==> src/rtl/program_loader_pkg.sv <==
// Shared definitions for the program loader: FSM state encodings and the
// instruction framing constants used by the top level and the assembler.
package program_loader_pkg;

    // Loader FSM states
    typedef enum logic [2:0] {
        IDLE    = 3'd0,
        LEN_HI  = 3'd1,
        LEN_LO  = 3'd2,
        COLLECT = 3'd3,
        WRITE   = 3'd4,
        CHECK   = 3'd5,
        DONE    = 3'd6,
        ERROR   = 3'd7
    } state_t;

    // Each instruction arrives as a 32-bit group, MSB first
    localparam int BYTES_PER_INSTR = 4;
    localparam int BYTE_CNT_W      = $clog2(BYTES_PER_INSTR);

endpackage

==> src/rtl/program_loader_instr_assembler.sv <==
// Shifts incoming bytes into an instruction word and counts bytes within
// the current 4-byte group. Only the low INSTR_WIDTH bits are kept: the
// upper bits of the 32-bit group simply fall off the top of the register.
module instr_assembler
    import program_loader_pkg::*;
#(
    parameter int INSTR_WIDTH = 28
) (
    input  logic                   clk,
    input  logic                   srst,
    input  logic                   clear,
    input  logic                   shift_en,
    input  logic [7:0]             byte_in,
    output logic [INSTR_WIDTH-1:0] word,
    output logic                   last_byte
);

    logic [INSTR_WIDTH-1:0] shift_reg;
    logic [BYTE_CNT_W-1:0]  cnt_reg;

    // Shift register and per-instruction byte counter
    always_ff @(posedge clk) begin
        if (srst || clear) begin
            shift_reg <= '0;
            cnt_reg   <= '0;
        end else if (shift_en) begin
            shift_reg <= {shift_reg[INSTR_WIDTH-9:0], byte_in};
            cnt_reg   <= cnt_reg + BYTE_CNT_W'(1);
        end
    end

    assign word      = shift_reg;
    assign last_byte = shift_en && (cnt_reg == BYTE_CNT_W'(BYTES_PER_INSTR - 1));

endmodule

==> src/rtl/program_loader.sv <==
// Program loader: receives a 16-bit word count followed by 4-byte
// instructions over a valid/ready byte stream and writes them to program
// memory from address 0 while holding the CPU in reset.
// Optional macro PROGRAM_LOADER_CHECKSUM_EN adds a trailing modulo-256
// checksum byte covering the length and instruction bytes.
module program_loader
    import program_loader_pkg::*;
#(
    parameter int INSTR_WIDTH = 28,
    parameter int ADDR_WIDTH  = 16
) (
    input  logic                   Clock,
    input  logic                   Reset,
    input  logic                   iStart,
    input  logic                   iByteValid,
    input  logic [7:0]             iByte,
    output logic                   oByteReady,
    output logic                   oWriteEnable,
    output logic [ADDR_WIDTH-1:0]  oWriteAddress,
    output logic [INSTR_WIDTH-1:0] oWriteData,
    output logic                   oCpuHold,
    output logic                   oDone,
    output logic                   oError
);

    state_t                state_reg, state_next;
    logic [15:0]           len_reg;
    logic [15:0]           written_reg;
    logic [ADDR_WIDTH-1:0] addr_reg;
    logic                  xfer;
    logic                  start_load;
    logic                  last_byte;
`ifdef PROGRAM_LOADER_CHECKSUM_EN
    logic [7:0]            sum_reg;
`endif

    assign xfer       = iByteValid && oByteReady;
    assign start_load = iStart && (state_reg == IDLE || state_reg == DONE || state_reg == ERROR);

    instr_assembler #(
        .INSTR_WIDTH (INSTR_WIDTH)
    ) u_asm (
        .clk       (Clock),
        .srst      (Reset),
        .clear     (start_load),
        .shift_en  (xfer && (state_reg == COLLECT)),
        .byte_in   (iByte),
        .word      (oWriteData),
        .last_byte (last_byte)
    );

    // State register
    always_ff @(posedge Clock) begin
        if (Reset) begin
            state_reg <= IDLE;
        end else begin
            state_reg <= state_next;
        end
    end

    // Next-state logic; iStart only matters when no load is in progress
    always_comb begin
        state_next = state_reg;
        case (state_reg)
            IDLE, DONE, ERROR: if (iStart) state_next = LEN_HI;
            LEN_HI:            if (xfer) state_next = LEN_LO;
            LEN_LO:            if (xfer) state_next = ({len_reg[15:8], iByte} == 16'd0) ? CHECK : COLLECT;
            COLLECT:           if (last_byte) state_next = WRITE;
            WRITE:             state_next = (({1'b0, written_reg} + 17'd1) < {1'b0, len_reg}) ? COLLECT : CHECK;
`ifdef PROGRAM_LOADER_CHECKSUM_EN
            CHECK:             if (xfer) state_next = (iByte == sum_reg) ? DONE : ERROR;
`else
            CHECK:             state_next = DONE;
`endif
            default:           state_next = IDLE;
        endcase
    end

    // Outputs decoded from the current state
    always_comb begin
        oByteReady   = 1'b0;
        oWriteEnable = 1'b0;
        oCpuHold     = 1'b0;
        oDone        = 1'b0;
        oError       = 1'b0;
        case (state_reg)
            LEN_HI, LEN_LO, COLLECT: begin
                oByteReady = 1'b1;
                oCpuHold   = 1'b1;
            end
            WRITE: begin
                oWriteEnable = 1'b1;
                oCpuHold     = 1'b1;
            end
            CHECK: begin
`ifdef PROGRAM_LOADER_CHECKSUM_EN
                oByteReady = 1'b1;
`endif
                oCpuHold   = 1'b1;
            end
            DONE:  oDone = 1'b1;
`ifdef PROGRAM_LOADER_CHECKSUM_EN
            ERROR: oError = 1'b1;
`endif
            default: ;
        endcase
    end

    // Length capture, write counter, address and running checksum
    always_ff @(posedge Clock) begin
        if (Reset || start_load) begin
            len_reg     <= '0;
            written_reg <= '0;
            addr_reg    <= '0;
`ifdef PROGRAM_LOADER_CHECKSUM_EN
            sum_reg     <= '0;
`endif
        end else begin
            if (xfer && state_reg == LEN_HI) len_reg[15:8] <= iByte;
            if (xfer && state_reg == LEN_LO) len_reg[7:0]  <= iByte;
            if (state_reg == WRITE) begin
                written_reg <= written_reg + 16'd1;
                addr_reg    <= addr_reg + ADDR_WIDTH'(1);   // wraps silently
            end
`ifdef PROGRAM_LOADER_CHECKSUM_EN
            if (xfer && state_reg != CHECK) sum_reg <= sum_reg + iByte;
`endif
        end
    end

    assign oWriteAddress = addr_reg;

endmodule

==> config.mk <==
export PLATFORM = sky130hd
export DESIGN_NAME = program_loader
export DESIGN_NICKNAME = d
export VERILOG_FILES = /design/src/rtl/program_loader_pkg.sv /design/src/rtl/program_loader_instr_assembler.sv /design/src/rtl/program_loader.sv
export SDC_FILE = /design/constraint.sdc
export NUM_CORES = 1
export LEC_CHECK = 0
export CORE_AREA = 2 2 103 105
export DETAILED_ROUTE_END_ITERATION = 6
export DIE_AREA = 0 0 105 107
export HOLD_SLACK_MARGIN = 0.06
export PLACE_DENSITY_LB_ADDON = 0.15
export SETUP_SLACK_MARGIN = 0.1
export SLEW_MARGIN = 20
export SYNTH_ARGS = -nofsm -noshare
export SYNTH_HDL_FRONTEND = slang
export SYNTH_SLANG_ARGS = --single-unit
export TNS_END_PERCENT = 100
==> constraint.sdc <==
create_clock -name Clock -period 6.6 [get_ports Clock]
set_clock_uncertainty 0.15 [all_clocks]
set_input_delay 0.66 -clock Clock [delete_from_list [all_inputs] [get_ports Clock]]
set_output_delay 0.66 -clock Clock [all_outputs]
set_load 0.01 [all_outputs]
**Yosys cells after proc, flatten, opt, wreduce, memory -nomap -nowiden**

Cells that the tools add are included.

- Output and inout bits: 49
- Bits in registers: 81
- Word-level logic and storage cells: 50
- Input port bits: 12
- RAM bits: 0
- Bits in latches: 0
- Memories kept: 0
- Bits in read-only memories: 0

- Shift operators: 0
- Multiply operators: 0
- Muxes and demuxes: 11
- Divide/modulo/power cells: 0
- Reductions and logical operators: 15
- Equal/unequal tests: 12
- Bitwise logic cells: 0
- Order comparisons: 1
- Add/sub/neg operators: 4

Operators by type and width:

| kind | number |
|---|---|
| 16-bit by 1-bit adder with 16-bit output (second input constant) | 2 |
| 3-bit 2-to-1 mux | 6 |
| 3-bit one-hot mux with 6 select lines | 1 |
| 16-bit by 1-bit adder with 17-bit output (second input constant) | 1 |
| 17-bit by 16-bit less-than comparator with 1-bit output | 1 |
| 16-bit logical NOT | 1 |
| 3-bit equality test (second input constant) | 4 |
| 2-bit inequality test (second input constant) | 4 |
| 3-bit by 2-bit equality test with 1-bit output (second input constant) | 2 |
| 1-bit logical AND | 6 |
| 3-bit OR reduction | 2 |
| 5-bit OR reduction | 1 |
| 1-bit 2-to-1 mux | 4 |
| 4-bit AND reduction | 1 |
| 3-bit by 1-bit equality test with 1-bit output (second input constant) | 1 |
| 3-bit logical NOT | 1 |
| 1-bit logical OR | 3 |
| 2-bit by 1-bit adder with 2-bit output (second input constant) | 1 |
| 2-bit equality test (second input constant) | 1 |

**Depth between registers and ports, before layout**

Gate-level depths: netlist of run 1.

- Depth in word-level cells: 8
- Mapped depth: 12
- Mapped depth without buffers: 11

**Modules after synthesis**

From an unflattened synthesis of run 1, not the netlist that was laid out.

- Cells, all modules: 451
- Area total of the unflattened synthesis: 4010.1 um^2

By module, submodules not included:

| module | cells each | area an instance (um^2) | times used | seq. area each (um^2) |
|---|---|---|---|---|
| program_loader | 351 | 2854.0 | 1 | 1021.0 |
| instr_assembler | 100 | 1156.1 | 1 | 600.6 |

**Worst setup path after synthesis of run 1**

No wires, ideal clock.

- Kind: reg-to-reg
- From: reg written_reg[0]
- To: reg state_reg[2]
- Cell stages (with the launch flop): 13
- Clock period less this slack: 2685 ps
- Path slack: 3915 ps
- Arrival: 2407 ps
- Path buffers: 1
- Cells stage by stage: dfxtp_1 -> ha_1 -> and3_1 -> buf_2 -> nand2_4 -> nor2_1 -> xor2_1 -> ha_1 -> a21o_1 -> a21oi_1 -> o31ai_4 -> o41ai_1 -> a31oi_1

- Cells in the longest elaborated chain, start to end: 4

RTL lines:

| what | line | source |
|---|---|---|
| start: declaration | program_loader.sv:28 | `logic [15:0] written_reg;` |
| start signal: assignment | program_loader.sv:122 | `written_reg <= written_reg + 16'd1;` |
| 16-bit by 1-bit adder with 17-bit output | program_loader.sv:69 | `WRITE: state_next = (({1'b0, written_reg} + 17'd1) < {1'b0, len_reg}) ? COLLECT : CHECK;` |
| 17-bit by 16-bit less-than comparator with 1-bit output | program_loader.sv:69 |  |
| 3-bit 2-to-1 mux | program_loader.sv:69 |  |
| 3-bit one-hot mux with 6 select lines | program_loader.sv:64 | `case (state_reg)` |
| end signal: assignment | program_loader.sv:57 | `state_reg <= state_next;` |
| end: declaration | program_loader.sv:26 | `state_t state_reg, state_next;` |

No other way between the ends.
A chain may end at the register's enable or synchronous reset.

**Worst setup path in the final report of run 1**

Same ends and word-level chain as after synthesis.

==> flow_summary.yaml, run 1 <==
status:
  status: "finished, final reports clean"
clocking:
  hold_buffers: 0
  clk_pin_slew_worst_paths_ns: 0.08
  postCtsSetupBuffers: 0
  cts_resized: 0
  clock-root-buffer: "clkbuf_8"
  numCtsBuffers: 9
  clock_latency_ns: 0.36
  cts.sinks: 81
  cts_max_level: 3
  tritoncts: "done"
  ctsLongestPathBuffers: 2
timing:
  finalHoldViolations: 0
  hold_slack_ns: 0.305
  rsz0062_at_grt: "no"
  drv_slew: 0
  timing.fmax_mhz: 330
  layout_min_cycle_time_ns: 3.03
  finalSetupTns_ns: 0
  worst_slew_pin_slew_ns: 0.827
  setup_viol: 0
  maxSlewHeadroom: 0.449
  post-route-period-util: 0.459
grt:
  grtUsageMet3: 0.0395
  met2_usage: 0.254
  grt_max_degree: 79
  grt_use_total: 0.160
  grt_pass1_wl_um: 14600
  first_global_vias: 3071
  grt_busiest_layer: "met2"
  met1_usage: 0.210
  overflow: 0
  grt_antenna_before_repair: 0
cells_and_area:
  num_antenna_cells: 0
  fin_nets: 553
  fin_area_um2: 4770
  drive_gt1_frac: 0.0570
  syn_to_final_growth_pct: 21.5
  largest_reg_flops: 28
synthesis:
  synth_cell_type_count: 50
  post_synth_most_frequent_cells: "nand2_1 (97), dfxtp_1 (81), a21oi_1 (48), nor2_1 (46), xor2_1 (24)"
  synth.largest_area_cell: "dfxtp_1"
  synth.most_common_cell: "nand2_1"
  ys_top_cells_by_area: "dfxtp_1 (41%), nand2_1 (9.3%), a21oi_1 (6.1%)"
  synth_edf_count: 0
  seq_area_frac_synth: 0.413
  syn_inst: 477
  synth_warnings: 0
  synthArstFlopShare: 0
  synthesis.nets: 507
  ys.flop_type: "dfxtp_1"
  ys_ff_latch: 81
  avgSynthCellArea_um2: 8.24
  netlist_area_um2: 3930
  synth_top_area_share: 0.413
floorplan:
  die_area_um2: 11200
  coreArea_um2: 10100
  rows: 37
  fp.dieH_um: 107
  pin_count: 61
  initial_utilization: 0.389
  die_width_um: 105
worst_setup_path:
  rr_worst_depth: 11
  critPathCaptureType: "register"
  critPathMaxFanout: 7
  rrSetupSlack_ns: 3.57
  crit_arrival_ns: 3.12
  crit_required_ns: 6.68
  criticalPathCategory: "register to register"
  cp-start-kind: "register"
drt:
  route.detailed.drc: 0
  vias: 3200
  finalWirelength_um: 8590
  final_antenna_net_count: 0
  wl_per_cell_um: 13.0
  drt_iter0_markers: 111
  first_pass_iters: 4
  via_per_inst: 4.83
min_path:
  hold_path.class: "register to register"
  whs_path_depth: 2
flow_run:
  drv_cap: 0
pwr:
  power.share.sequential: 0.466
  internal-power_uw: 797
  vdd_drop_max_mv: 0.123
  combPwrFrac: 0.190
  p_sw_uw: 347
  p_sw_frac: 0.303
  p_total_uw: 1140
  clkPwrFrac: 0.344
  p_per_area_nw_per_um2: 239
  leakagePower_uw: 0.00170
place:
  port_buffers: 59
  hpwl_um: 5940
  place.gp.congestion: 0.789
  placed_cell_area_um2: 4560
## metrics by stage
stage,util,instances,setup WS (ns)
after detailed placement,0.452,648,3.54
final,0.473,662,3.57
after CTS,0.472,662,3.53
after global routing,0.473,662,3.34
after floorplan,-,477,3.91
after global placement,0.452,648,3.61
## worst max-delay path, stage by stage (launching register included)
cell	delay (ns)
dfxtp_1	0.42
ha_1	0.23
and3_1	0.36
nand2_4	0.14
nor2_1	0.15
xor2_1	0.18
ha_1	0.27
a21o_1	0.16
a21oi_1	0.23
o31ai_4	0.11
o41ai_1	0.39
a31oi_1	0.13
## area by class of cell
class                      instances  area (um2)
sequential                        81        1620
timing repair buffer              61         606
clock inverter                     5        82.6
clock buffer                       9         124
inverter                          19        71.3
multi-input combinational        351        2100
tap                              136         170
fill                            1021        5320
## final timing paths
kind / start / end
hold / removal: u_asm.word[20] / u_asm.word[20]
hold reg to reg: u_asm.word[20] / u_asm.word[20]
setup / recovery: written_reg[0] / state_reg[2]
setup reg to reg: written_reg[0] / state_reg[2]
## kinds of logic after synthesis
group,share of synthesized area
other,0.000954
AOI/OAI and AO/OA,0.109
and+or+nand+nor,0.250
adders and majority gates,0.0573
buffers and inverters,0.0548
muxes,0.0204
xor gates and xnor gates,0.0958
DFF,0.413
## power by group through the flow
stage / registers, uW / logic (uW) / clock network, uW
2_1_floorplan: 527 / 176 / 0
3_3_place_gp: 542 / 216 / 0
3_5_place_dp: 543 / 219 / 0
4_1_cts: 531 / 220 / 406
5_1_grt: 537 / 245 / 424
6_report: 533 / 217 / 394
## cell usage in the layout (no fill, tap or decap), types with 9 or more instances in the layout
master            n
a21oi_1          48
clkbuf_8          9
clkdlybuf4s50_1  59
dfxtp_1          81
ha_1             18
inv_1            18
nand2_1          97
nand3_1          14
nand4_1           9
nor2_1           46
nor3_1            9
xnor2_1          19
xor2_1           24
## metal layers
metal  wire length (um)  part of all wire
met2               3850              0.45
met4                140             0.016
met1               4260              0.50
met3                341             0.040
met5                  0                 0
Power figures use the tool's default switching activity.
==> run 2: changes to the inputs <==
==> constraint.sdc (replaced) <==
create_clock -name Clock -period 3.08 [get_ports Clock]
set_clock_uncertainty 0.15 [all_clocks]
set_input_delay 0.308 -clock Clock [delete_from_list [all_inputs] [get_ports Clock]]
set_output_delay 0.308 -clock Clock [all_outputs]
set_load 0.01 [all_outputs]
==> flow_summary.yaml, run 2 (synthesis gave the netlist of run 1 again) <==
cells_and_area:
  layout_common_cells: "nand2_1 (97), dfxtp_1 (80), clkdlybuf4s50_1 (59)"
  largest_reg_flops: 28
  num_antenna_cells: 0
  instances_no_fill: 670
  drive_gt1_frac: 0.0730
  fin_nets: 559
  final_common_cell: "nand2_1"
  fillers: 1052
  syn_to_final_growth_pct: 22.6
clocking:
  numCtsBuffers: 9
  clk_pin_slew_worst_paths_ns: 0.09
  clock_latency_ns: 0.37
  ctsLongestPathBuffers: 2
  cts.sinks: 81
  cts_max_level: 3
  clock-root-buffer: "clkbuf_8"
  postCtsSetupBuffers: 0
  tritoncts: "done"
  hold_buffers: 0
drt:
  wl_per_cell_um: 13.1
  final_antenna_net_count: 0
  first_pass_iters: 4
  via_per_inst: 4.87
  route.detailed.drc: 0
  vias: 3265
  finalWirelength_um: 8790
  drt_iter0_markers: 113
worst_setup_path:
  crit_required_ns: 3.22
  cp_top_family: "simple AND/OR/NAND/NOR gates"
  worst-path-buf-inv: 0
  criticalPathCategory: "register to register"
  cp-start-kind: "register"
  critPathMaxFanout: 5
  crit_arrival_ns: 2.93
  path_cells: "and4_4, and3_4, nand3_1, or2_1, xnor2_1, ha_1, nand4_1, or2_2, a21oi_1, o41ai_2, a31oi_1"
  critPathCaptureType: "register"
  slowest_delay_ns: 0.42
  rr_worst_depth: 11
  r2r-start: "written_reg[2]"
  rrSetupSlack_ns: 0.29
  worst_path_max_delay_cell: "dfxtp_1"
  r2r_end: "state_reg[2]"
place:
  place.gp.congestion: 0.791
  hpwl_um: 6230
  numPlacedInstances: 654
  pre_cts_slack_ns: 0.245
  port_buffers: 59
flow_run:
  drv_cap: 0
floorplan:
  fp.dieH_um: 107
  pin_count: 61
  coreArea_um2: 10100
  rows: 37
  die_area_um2: 11200
  initial_utilization: 0.389
  die_width_um: 105
grt:
  first_global_vias: 3077
  grt_max_degree: 41
  overflow: 0
  grt_pass1_wl_um: 14500
  grt_use_total: 0.160
  grt_antenna_before_repair: 0
timing:
  setup_ws_ns: 0.294
  timing.fmax_mhz: 359
  setup_viol: 0
  post-route-period-util: 0.905
  finalHoldViolations: 0
  rsz0062_at_grt: "no"
  layout_min_cycle_time_ns: 2.79
  hold_slack_ns: 0.302
  maxSlewHeadroom: 0.332
  worst_slew_pin_slew_ns: 1.00
  finalSetupTns_ns: 0
  drv_slew: 0
pwr:
  p_per_area_nw_per_um2: 491
  leakagePower_uw: 0.00172
  p_total_uw: 2370
  vdd_drop_max_mv: 0.284
min_path:
  hold_path.class: "register to register"
  whs_path_depth: 2
  min_to: "u_asm.word[20]"
  hold_start: "u_asm.word[12]"
status:
  status: "finished, final reports clean"
==> run 2: worst min-delay path, stage by stage (launching register included) <==
cell     delay (ns)
dfxtp_1        0.32
nand2_1        0.05
a21oi_1        0.05
==> run 2: timing repair <==
item	in CTS	in global routing
endpoints found under the setup margin	0	2
resized for setup	0	3
hold endpoints to repair	0	0
==> run 2: worst max path at each step <==
stage | depth (start not counted) | from | slack [ns] | to
floorplan | 12 | written_reg[0] | 0.39 | state_reg[2]
global placement | 11 | written_reg[0] | 0.32 | state_reg[2]
detailed placement | 11 | written_reg[0] | 0.24 | state_reg[2]
CTS | 11 | written_reg[0] | 0.22 | state_reg[2]
global route | 11 | written_reg[2] | 0.12 | state_reg[2]
finish | 11 | written_reg[2] | 0.29 | state_reg[2]
==> run 2: area by class of cell <==
type                       count  area [um2]  share of cell area
multi-input combinational    351        2110               0.437
sequential                    81        1620               0.337
timing repair buffer          67         663               0.138
tap                          136         170              0.0353
clock buffer                  10         138              0.0286
inverter                      19        71.3              0.0148
clock inverter                 6        48.8              0.0101
==> run 2: through the flow <==
stage / utilization / cell area, um2
final: 0.478 / 4820
after global routing: 0.478 / 4820
after CTS: 0.476 / 4810
after detailed placement: 0.458 / 4620
after global placement: 0.458 / 4620
after floorplan: - / 3930
==> run 2: where the power goes <==
part	leakage (uW)	switching [uW]	internal [uW]	total, uW
Clock	0.0000859	414	323	737
Combinational	0.000979	301	190	491
Sequential	0.000654	54.2	1080	1140
==> run 2: metal layers <==
metal | wire length (um) | up-vias | track usage | part of all wire
met5 | 0 | - | 0 | 0
li1 | - | 1696 | - | -
met2 | 4140 | 51 | 0.266 | 0.47
met3 | 332 | 10 | 0.0395 | 0.038
met4 | 151 | 0 | 0.0686 | 0.017
met1 | 4170 | 1508 | 0.197 | 0.47
==> run 3: changes to the inputs <==
==> constraint.sdc (replaced) <==
create_clock -name Clock -period 3 [get_ports Clock]
set_clock_uncertainty 0.15 [all_clocks]
set_input_delay 0.3 -clock Clock [delete_from_list [all_inputs] [get_ports Clock]]
set_output_delay 0.3 -clock Clock [all_outputs]
set_load 0.01 [all_outputs]
==> flow_summary.yaml, run 3 (synthesis gave the netlist of run 1 again) <==
worst_setup_path:
  crit_required_ns: 3.13
  cp_top_family: "simple AND/OR/NAND/NOR gates"
  crit_arrival_ns: 2.89
  endpoint: "state_reg[2]"
  r2r-start: "written_reg[2]"
  rr_worst_depth: 11
  path_cells: "and4_4, and3_4, nand3_1, or2_1, xnor2_1, ha_1, nand4_1, or2_2, a211oi_4, o41ai_2, a31oi_1"
  slowest_delay_ns: 0.38
  worstSetupPathDepth: 11
  worst_path_max_delay_cell: "dfxtp_2"
  r2r_end: "state_reg[2]"
  critPathMaxFanout: 5
  critPathCaptureType: "register"
  worst-path-buf-inv: 0
  crit_start: "written_reg[2]"
  rrSetupSlack_ns: 0.24
  cp-start-kind: "register"
  criticalPathCategory: "register to register"
floorplan:
  coreArea_um2: 10100
  initial_utilization: 0.389
  fp.dieH_um: 107
  pin_count: 61
  rows: 37
  die_area_um2: 11200
  die_width_um: 105
grt:
  first_global_vias: 3009
  grt_max_degree: 42
  grt_antenna_before_repair: 0
  overflow: 0
  grt_pass1_wl_um: 14300
  grt_use_total: 0.158
cells_and_area:
  layout_common_cells: "nand2_1 (97), dfxtp_1 (76), clkdlybuf4s50_1 (59)"
  fin_area_um2: 4890
  instances_no_fill: 672
  syn_to_final_growth_pct: 24.3
  drive_gt1_frac: 0.0858
  fin_nets: 561
  num_antenna_cells: 0
  post-route-util: 0.484
  largest_reg_flops: 28
  final_common_cell: "nand2_1"
pwr:
  vdd_drop_max_mv: 0.297
  leakagePower_uw: 0.00176
  p_per_area_nw_per_um2: 526
drt:
  vias: 3314
  via_per_inst: 4.93
  finalWirelength_um: 8750
  drt_iter0_markers: 139
  wl_per_cell_um: 13.0
  route.detailed.drc: 0
  first_pass_iters: 4
  final_antenna_net_count: 0
place:
  pre_cts_slack_ns: 0.140
  numPlacedInstances: 656
  placed_cell_area_um2: 4630
  hpwl_um: 6230
  place.gp.congestion: 0.792
  port_buffers: 59
clocking:
  ctsLongestPathBuffers: 2
  hold_buffers: 0
  clock-root-buffer: "clkbuf_8"
  cts.sinks: 81
  cts_max_level: 3
  clk_pin_slew_worst_paths_ns: 0.09
  tritoncts: "done"
  cts_resized: 0
  clock_latency_ns: 0.35
  numCtsBuffers: 9
  postCtsSetupBuffers: 0
timing:
  drv_slew: 0
  setup_viol: 0
  maxSlewHeadroom: 0.292
  worst_slew_pin_slew_ns: 1.06
  setup_ws_ns: 0.240
  layout_min_cycle_time_ns: 2.76
  finalHoldViolations: 0
  timing.fmax_mhz: 362
  finalSetupTns_ns: 0
  rsz0062_at_grt: "no"
  post-route-period-util: 0.920
min_path:
  hold_path.class: "register to register"
status:
  status: "finished, final reports clean"
flow_run:
  drv_cap: 0
run 3: cell type report:
cell class,instances,area (um2)
clock buffer,10,128
clock inverter,6,90.1
fill,1011,5210
inverter,19,71.3
multi-input combinational,351,2120
sequential,81,1630
tap,136,170
timing repair buffer,69,678
run 3: metrics by stage:
step / hold slack [ns] / total power [uW]
final: 0.303 / 2570
after global routing: 0.326 / 2710
after CTS: 0.308 / 2580
after detailed placement: 0.295 / 1690
after global placement: 0.291 / 1690
after floorplan: 0.219 / 1550
run 3: power by group:
group / switching (uW) / leakage, uW / internal [uW]
combinational: 317 / 0.000992 / 205
sequential: 54.3 / 0.000656 / 1110
clock: 409 / 0.000107 / 474
run 3: how the worst min path moves through the flow:
stage | startpoint | endpoint | slack, ns | cells after the start
after floorplan | Reset | state_reg[2] | 0.22 | 1
after global placement | u_asm.word[27] | u_asm.word[27] | 0.29 | 2
after global routing | u_asm.word[12] | u_asm.word[20] | 0.33 | 2
after detailed placement | u_asm.word[20] | u_asm.word[20] | 0.30 | 2
final | u_asm.word[27] | u_asm.word[27] | 0.30 | 2
after CTS | u_asm.word[20] | u_asm.word[20] | 0.31 | 2
run 3: worst register-to-register path, stage by stage (launching register included):
cell	delay, ns
dfxtp_2	0.38
and4_4	0.27
and3_4	0.21
nand3_1	0.11
or2_1	0.25
xnor2_1	0.13
ha_1	0.29
nand4_1	0.10
or2_2	0.33
a211oi_4	0.19
o41ai_2	0.11
a31oi_1	0.17
run 3: routing by layer:
metal,GRT usage,wire [um]
met2,0.255,4060
met1,0.201,4180
met4,0.0657,187
met3,0.0389,320
met5,0,0
